### src/rtl/add_chain_sequencer.sv
// add_chain_sequencer
// Multi-byte add sequencer driving an external 8-bit combinational adder.
// Operands are accepted on a valid/ready handshake. The adder is then fed
// one byte per clock, least-significant byte first. Each byte's carry-out
// is chained into the next byte's carry-in.
// The assembled result is presented with cout/zero/ovf flags until the
// consumer takes it.
// Optional build macro: ADD_CHAIN_SUB_EN adds a sub_in port. When sub_in is
// set, the block computes A - B as A + ~B + 1.
module add_chain_sequencer #(
    parameter  int NUM_BYTES = 2,
    localparam int W         = 8 * NUM_BYTES
) (
    input  logic         clk,
    input  logic         rst,
    input  logic         in_valid,
    output logic         in_ready,
    input  logic [W-1:0] a_in,
    input  logic [W-1:0] b_in,
    input  logic         cin_in,
`ifdef ADD_CHAIN_SUB_EN
    input  logic         sub_in,
`endif
    output logic [7:0]   adder_a,
    output logic [7:0]   adder_b,
    output logic         adder_cin,
    input  logic [7:0]   adder_sum,
    input  logic         adder_cout,
    output logic         out_valid,
    input  logic         out_ready,
    output logic [W-1:0] result,
    output logic         cout,
    output logic         zero,
    output logic         ovf
);

    localparam int IDX_W = (NUM_BYTES > 1) ? $clog2(NUM_BYTES) : 1;
    localparam logic [IDX_W-1:0] LAST_IDX = IDX_W'(NUM_BYTES - 1);

    typedef enum logic [1:0] {
        IDLE = 2'd0,
        RUN  = 2'd1,
        DONE = 2'd2
    } state_t;

    state_t           state_reg;
    logic [W-1:0]     a_reg;
    logic [W-1:0]     b_reg;          // holds B_eff (already inverted for subtract)
    logic             cin_reg;        // initial carry for byte 0
    logic             carry_reg;      // carry chained between bytes
    logic [IDX_W-1:0] idx_reg;
    logic [W-1:0]     result_reg;
    logic [W-1:0]     result_next;
    logic             in_ready_reg;
    logic             out_valid_reg;
    logic             cout_reg;
    logic             zero_reg;
    logic             ovf_reg;

    logic [W-1:0]     b_eff_in;
    logic             cin_eff_in;
    logic [7:0]       a_bytes [NUM_BYTES];
    logic [7:0]       b_bytes [NUM_BYTES];

`ifdef ADD_CHAIN_SUB_EN
    // Subtract is folded in at capture time: store ~B and force the initial carry.
    assign b_eff_in   = sub_in ? ~b_in : b_in;
    assign cin_eff_in = sub_in | cin_in;
`else
    assign b_eff_in   = b_in;
    assign cin_eff_in = cin_in;
`endif

    // Byte views of the operands.
    // result_next merges the current adder byte into the running result.
    genvar gi;
    generate
        for (gi = 0; gi < NUM_BYTES; gi++) begin : g_bytes
            assign a_bytes[gi] = a_reg[8*gi +: 8];
            assign b_bytes[gi] = b_reg[8*gi +: 8];
            assign result_next[8*gi +: 8] =
                ((state_reg == RUN) && (idx_reg == IDX_W'(gi))) ? adder_sum
                                                                 : result_reg[8*gi +: 8];
        end
    endgenerate

    // Drive the external adder only while running; it sees zeros otherwise.
    always_comb begin
        adder_a   = 8'd0;
        adder_b   = 8'd0;
        adder_cin = 1'b0;
        if (state_reg == RUN) begin
            adder_a   = a_bytes[idx_reg];
            adder_b   = b_bytes[idx_reg];
            adder_cin = (idx_reg == '0) ? cin_reg : carry_reg;
        end
    end

    // Sequencer: capture operands, walk the bytes, hold the result until taken.
    always_ff @(posedge clk) begin
        if (rst) begin
            state_reg     <= IDLE;
            a_reg         <= '0;
            b_reg         <= '0;
            cin_reg       <= 1'b0;
            carry_reg     <= 1'b0;
            idx_reg       <= '0;
            result_reg    <= '0;
            in_ready_reg  <= 1'b1;
            out_valid_reg <= 1'b0;
            cout_reg      <= 1'b0;
            zero_reg      <= 1'b0;
            ovf_reg       <= 1'b0;
        end else begin
            case (state_reg)
                IDLE: begin
                    if (in_valid) begin
                        a_reg        <= a_in;
                        b_reg        <= b_eff_in;
                        cin_reg      <= cin_eff_in;
                        carry_reg    <= 1'b0;
                        idx_reg      <= '0;
                        in_ready_reg <= 1'b0;
                        state_reg    <= RUN;
                    end
                end
                RUN: begin
                    result_reg <= result_next;
                    carry_reg  <= adder_cout;
                    if (idx_reg == LAST_IDX) begin
                        cout_reg      <= adder_cout;
                        ovf_reg       <= (adder_a[7] == adder_b[7]) && (adder_sum[7] != adder_a[7]);
                        zero_reg      <= (result_next == '0);
                        idx_reg       <= '0;
                        out_valid_reg <= 1'b1;
                        state_reg     <= DONE;
                    end else begin
                        idx_reg <= idx_reg + IDX_W'(1);
                    end
                end
                DONE: begin
                    if (out_ready) begin
                        out_valid_reg <= 1'b0;
                        in_ready_reg  <= 1'b1;
                        state_reg     <= IDLE;
                    end
                end
                default: begin
                    state_reg     <= IDLE;
                    in_ready_reg  <= 1'b1;
                    out_valid_reg <= 1'b0;
                end
            endcase
        end
    end

    assign in_ready  = in_ready_reg;
    assign out_valid = out_valid_reg;
    assign result    = result_reg;
    assign cout      = cout_reg;
    assign zero      = zero_reg;
    assign ovf       = ovf_reg;

endmodule

### config.mk
export PLATFORM = sky130hd
export DESIGN_NAME = add_chain_sequencer
export DESIGN_NICKNAME = d
export VERILOG_FILES = /design/src/rtl/add_chain_sequencer.sv
export SDC_FILE = /design/constraint.sdc
export NUM_CORES = 1
export LEC_CHECK = 0
export BUFFER_PORTS_ARGS = -buffer_cell sky130_fd_sc_hd__buf_2
export CORE_ASPECT_RATIO = 1.25
export CORE_MARGIN = 2
export CORE_UTILIZATION = 40
export CTS_BUF_LIST = sky130_fd_sc_hd__clkbuf_4
export CTS_CLUSTER_SIZE = 25
export DETAILED_ROUTE_END_ITERATION = 6
export PLACE_DENSITY_LB_ADDON = 0.25
export SYNTH_ARGS = -nofsm -noshare
export SYNTH_HDL_FRONTEND = slang
export SYNTH_SLANG_ARGS = --single-unit
### constraint.sdc
create_clock -name clk -period 2.82 [get_ports clk]
set_input_delay 0.564 -clock clk [delete_from_list [all_inputs] [get_ports clk]]
set_output_delay 0.564 -clock clk [all_outputs]
set_load 0.1 [all_outputs]
Word-level counts from Yosys, hierarchy flattened
Cells that the tools add are included.
{"block": "word_totals", "regBits": 58, "latchBits": 0, "ram_bits": 0, "rom_bits": 0, "input_bits": 46, "output_inout_bits": 38, "memories": 0}
{"block": "op_classes", "add_sub_neg": 1, "n_mul": 0, "n_div": 0, "n_lt_le_gt_ge": 1, "eq_ne": 7, "n_shift": 0, "n_mux": 25, "n_bitwise": 4, "reduce_logical": 12}
{"cell": "$mux W8", "count": 10}
{"cell": "$logic_not A16 Y1", "count": 1}
{"cell": "$reduce_and A3 Y1", "count": 3}
{"cell": "$mux W1", "count": 7}
{"cell": "$mux W2", "count": 3}
{"cell": "$ne A2 B2 Y1 const B", "count": 3}
{"cell": "$pmux W1 S3", "count": 2}
{"cell": "$pmux W2 S3", "count": 1}
{"cell": "$reduce_and A2 Y1", "count": 3}
{"cell": "$pmux W1 S2", "count": 2}
{"cell": "$logic_and A1 B1 Y1", "count": 3}
{"cell": "$not A1 Y1", "count": 3}
{"cell": "$eq A2 B1 Y1 const B", "count": 1}
{"cell": "$eq A2 B2 Y1 const B", "count": 1}
{"cell": "$ge A2 B2 Y1 const B", "count": 1}
{"cell": "$logic_not A2 Y1", "count": 1}
{"cell": "$not A1 Y2", "count": 1}
{"cell": "$reduce_bool A2 Y1", "count": 1}
{"cell": "$add A1 B1 Y1 const B", "count": 1}
{"cell": "$eq A1 B1 Y1", "count": 1}
{"cell": "$ne A1 B1 Y1", "count": 1}

Longest topological paths before layout
{"block": "logic_depth", "word_depth": 7, "ltp_mapped": 5}

Least setup slack after synthesis
No wires, ideal clock.
{"block": "synth_timing", "path_kind": "reg2out", "from": "reg state_reg[0]", "to": "out adder_a[4]", "arrival_time_ps": 1741, "path_slack_ps": 515, "path_stages_with_launch": 5, "path_cell_list": "dfxtp_1 > buf_6 > nor3b_4 > buf_6 > a22o_1"}
{"block": "synth_between", "elab_chain_len": 2}
{"element": "start, declared", "line_no": "46", "text": "state_t state_reg;"}
{"element": "start signal, assigned", "line_no": "102", "text": "state_reg <= IDLE;"}
{"element": "start signal, assigned", "line_no": "124", "text": "state_reg <= RUN;"}
{"element": "start signal, assigned", "line_no": "136", "text": "state_reg <= DONE;"}
{"element": "$eq A2 B1 Y1", "line_no": "92", "text": "if (state_reg == RUN) begin"}
{"element": "$mux W8", "line_no": "92"}
{"element": "end, declared", "line_no": "24", "text": "output logic [7:0] adder_a,"}
No other way between the ends.

Worst setup path in the final report
{"block": "layout_timing", "from": "reg state_reg[0]", "to": "out adder_a[6]"}
Same word-level chain as after synthesis.

==> impl_metrics.env <==
export IMPL_status="finished, final reports clean"
export IMPL_clock_latency_ns=0.40
export IMPL_crit_arrival_ns=1.96
export IMPL_grt_overflow=0
export IMPL_die_y_um=90.3
export IMPL_ys_seq_elements=58
export IMPL_ctsLongestPathBuffers=2
export IMPL_vias_per_cell=5.02
export IMPL_synth_most_common_cell="nand2_1"
export IMPL_slew_headroom_pct=59.8
export IMPL_track_usage_pct=19.0
export IMPL_clock_sinks=58
export IMPL_drv_slew=0
export IMPL_fin_crit_sh_pct=89.7
export IMPL_avgSynthCellArea_um2=8.25
export IMPL_fill_cells=565
export IMPL_synth_xor_area_share_pct=0
export IMPL_setup_viol=0
export IMPL_ys_top_cells_by_count="nand2_1 (100), dfxtp_1 (58), a21oi_1 (47)"
export IMPL_initial_core_util_pct=41.2
export IMPL_ys_flop_type="dfxtp_1"
export IMPL_crit_path_start_kind="flop"
export IMPL_cts_tree="done"
export IMPL_max_freq_mhz=395
export IMPL_setup_tns_ns=0
export IMPL_routed_wl_um=5890
export IMPL_area_growth_syn_to_layout_pct=35.2
export IMPL_first_pass_iters=4
export IMPL_cts_max_level=3
export IMPL_vias=2202
export IMPL_hp_class="in2reg"
export IMPL_numCtsBuffers=9
export IMPL_hold_viol_final=0
export IMPL_first_global_vias=2132
export IMPL_gp_congestion=0.780
export IMPL_p_leak_uw=0.00134
export IMPL_postCtsHoldBufs=0
export IMPL_synthDominantCellAreaShare_pct=48.7
export IMPL_synth_top_family_by_area="simple AND/OR/NAND/NOR gates"
export IMPL_synth_largest_area_cell="dfxtp_1"
export IMPL_cts_root_buf="clkbuf_4"
export IMPL_port_buffers=83
export IMPL_worstSetupEndpointType="output pin"
export IMPL_synth_distinct_cells=32
export IMPL_clk_pin_slew_ns=0.10
export IMPL_synth_edf_count=0
export IMPL_antenna_found_initial=0
export IMPL_synthTopCellsByArea="dfxtp_1 (49%), nand2_1 (16%), a21oi_1 (9.9%)"
export IMPL_n_antenna_cell=0
export IMPL_ys_seq_area_share_pct=48.7
export IMPL_worstSetupPathType="reg2out"
export IMPL_synth_compound_area_share_pct=20.8
export IMPL_worst_hold_slack_ns=0.390
export IMPL_netlist_instances=289
export IMPL_ir_worst_vdd_v=0.000306
export IMPL_required_ns=2.26
export IMPL_die_area_um2=6600
export IMPL_rsz0062_at_grt="false"
export IMPL_syn_nets=335
export IMPL_max_slew_worst_pin_slew_ns=0.602
export IMPL_crit_fanout=29
export IMPL_num_rows=31
export IMPL_max_cap_violations=0
export IMPL_period_needed_ns=2.53
export IMPL_die_x_um=73.0
export IMPL_async_flop_share_pct=0
export IMPL_grt_max_degree=34
export IMPL_num_nets_final=414
export IMPL_ys_warn_count=0
export IMPL_syn_area_um2=2380
export IMPL_drtIter0Drc=81
export IMPL_pin_count=84
export IMPL_wire_per_inst_um=13.4
export IMPL_core_area_um2=5780
export IMPL_skew_ns=0.00865
export IMPL_power_density_nw_per_um2=641
export IMPL_drc=0
export IMPL_yosys_area_share_simple_pct=23.3
export IMPL_dp_hpwl_um=4140
export IMPL_detail_route_antenna_nets=0
export IMPL_grt_pass1_wl_um=9710
export IMPL_drive_gt1_share_pct=33.8
export IMPL_synth_fa_ha_area_share_pct=0
export IMPL_synthMuxAreaShare_pct=0.892
worst paths after layout:
path | start | slack [ns] | cells past startpoint | end
hold reg to reg | result[14] | 0.46 | 2 | result[14]
setup / recovery | state_reg[0] | 0.29 | 3 | adder_a[6]
setup reg to reg | state_reg[0] | 1.24 | 3 | ovf
hold / removal | b_in[2] | 0.39 | 3 | b_reg[2]
area by class of cell:
type                            count  area (um^2)  area share (%)
Inverter                            2         7.51           0.233
Timing Repair Buffer               91          716            22.2
Clock buffer                       10         75.1            2.33
Tap cell                           66         82.6            2.56
Clock inverter                      6          105            3.26
Multi-Input combinational cell    206         1070            33.4
Sequential cell                    58         1160            36.0
routing by layer:
metal,track usage (%),routed length [um],vias up
met1,22.7,2490,993
met2,29.8,2900,65
li1,-,-,1132
met4,10.6,141,0
met3,5.58,351,12
met5,0,0,-
where the power goes:
group          leakage (uW)  internal (uW)  switching [uW]
Sequential         0.000474            865            34.0
Combinational      0.000779            127             284
Clock             0.0000917            453             301
Total               0.00134           1450             619
metrics by stage:
| stage | cell area (um^2) | cells | util, % | total power, uW | worst slack, ns |
|---|---|---|---|---|---|
| 2_1_floorplan | 2380 | 289 | - | 1210 | 0.515 |
| 3_3_place_gp | 3020 | 421 | 52.3 | 1320 | 0.576 |
| 3_5_place_dp | 3020 | 421 | 52.3 | 1330 | 0.519 |
| 4_1_cts | 3200 | 437 | 55.4 | 2080 | 0.0602 |
| 5_1_grt | 3220 | 439 | 55.7 | 2150 | 0.135 |
| 6_report | 3220 | 439 | 55.7 | 2060 | 0.292 |
critical path, stage by stage, from the launching register on:
cell	delay, ns
dfxtp_1	0.61
and3b_4	0.52
a22o_1	0.25
buf_12	0.19
logic make-up after synthesis:
family                 after synthesis
AOI/OAI and AO/OA                   77
DFF                                 58
buffers and inverters               25
muxes                                2
and+or+nand+nor                    127
timing repair:
action | in CTS | in global routing
resized for setup | 0 | 1
setup buffers | 0 | 2
setup endpoints to repair | 0 | 10
cell usage in the layout, fill, tap and decap left out, types with 2 or more instances in the layout:
| master | count |
|---|---|
| buf_4 | 8 |
| clkbuf_4 | 10 |
| a22o_2 | 6 |
| o21bai_1 | 2 |
| o21ai_0 | 2 |
| a22o_1 | 10 |
| a21oi_2 | 8 |
| inv_1 | 2 |
| bufinv_16 | 3 |
| dfxtp_1 | 58 |
| nand2_1 | 100 |
| nand3b_1 | 2 |
| nor3_1 | 3 |
| clkinv_1 | 2 |
| a21oi_1 | 47 |
| nor4_1 | 3 |
| nor3b_4 | 2 |
| buf_12 | 16 |
| nor2_1 | 9 |
| buf_2 | 67 |
(Power assumes the default switching activity.)
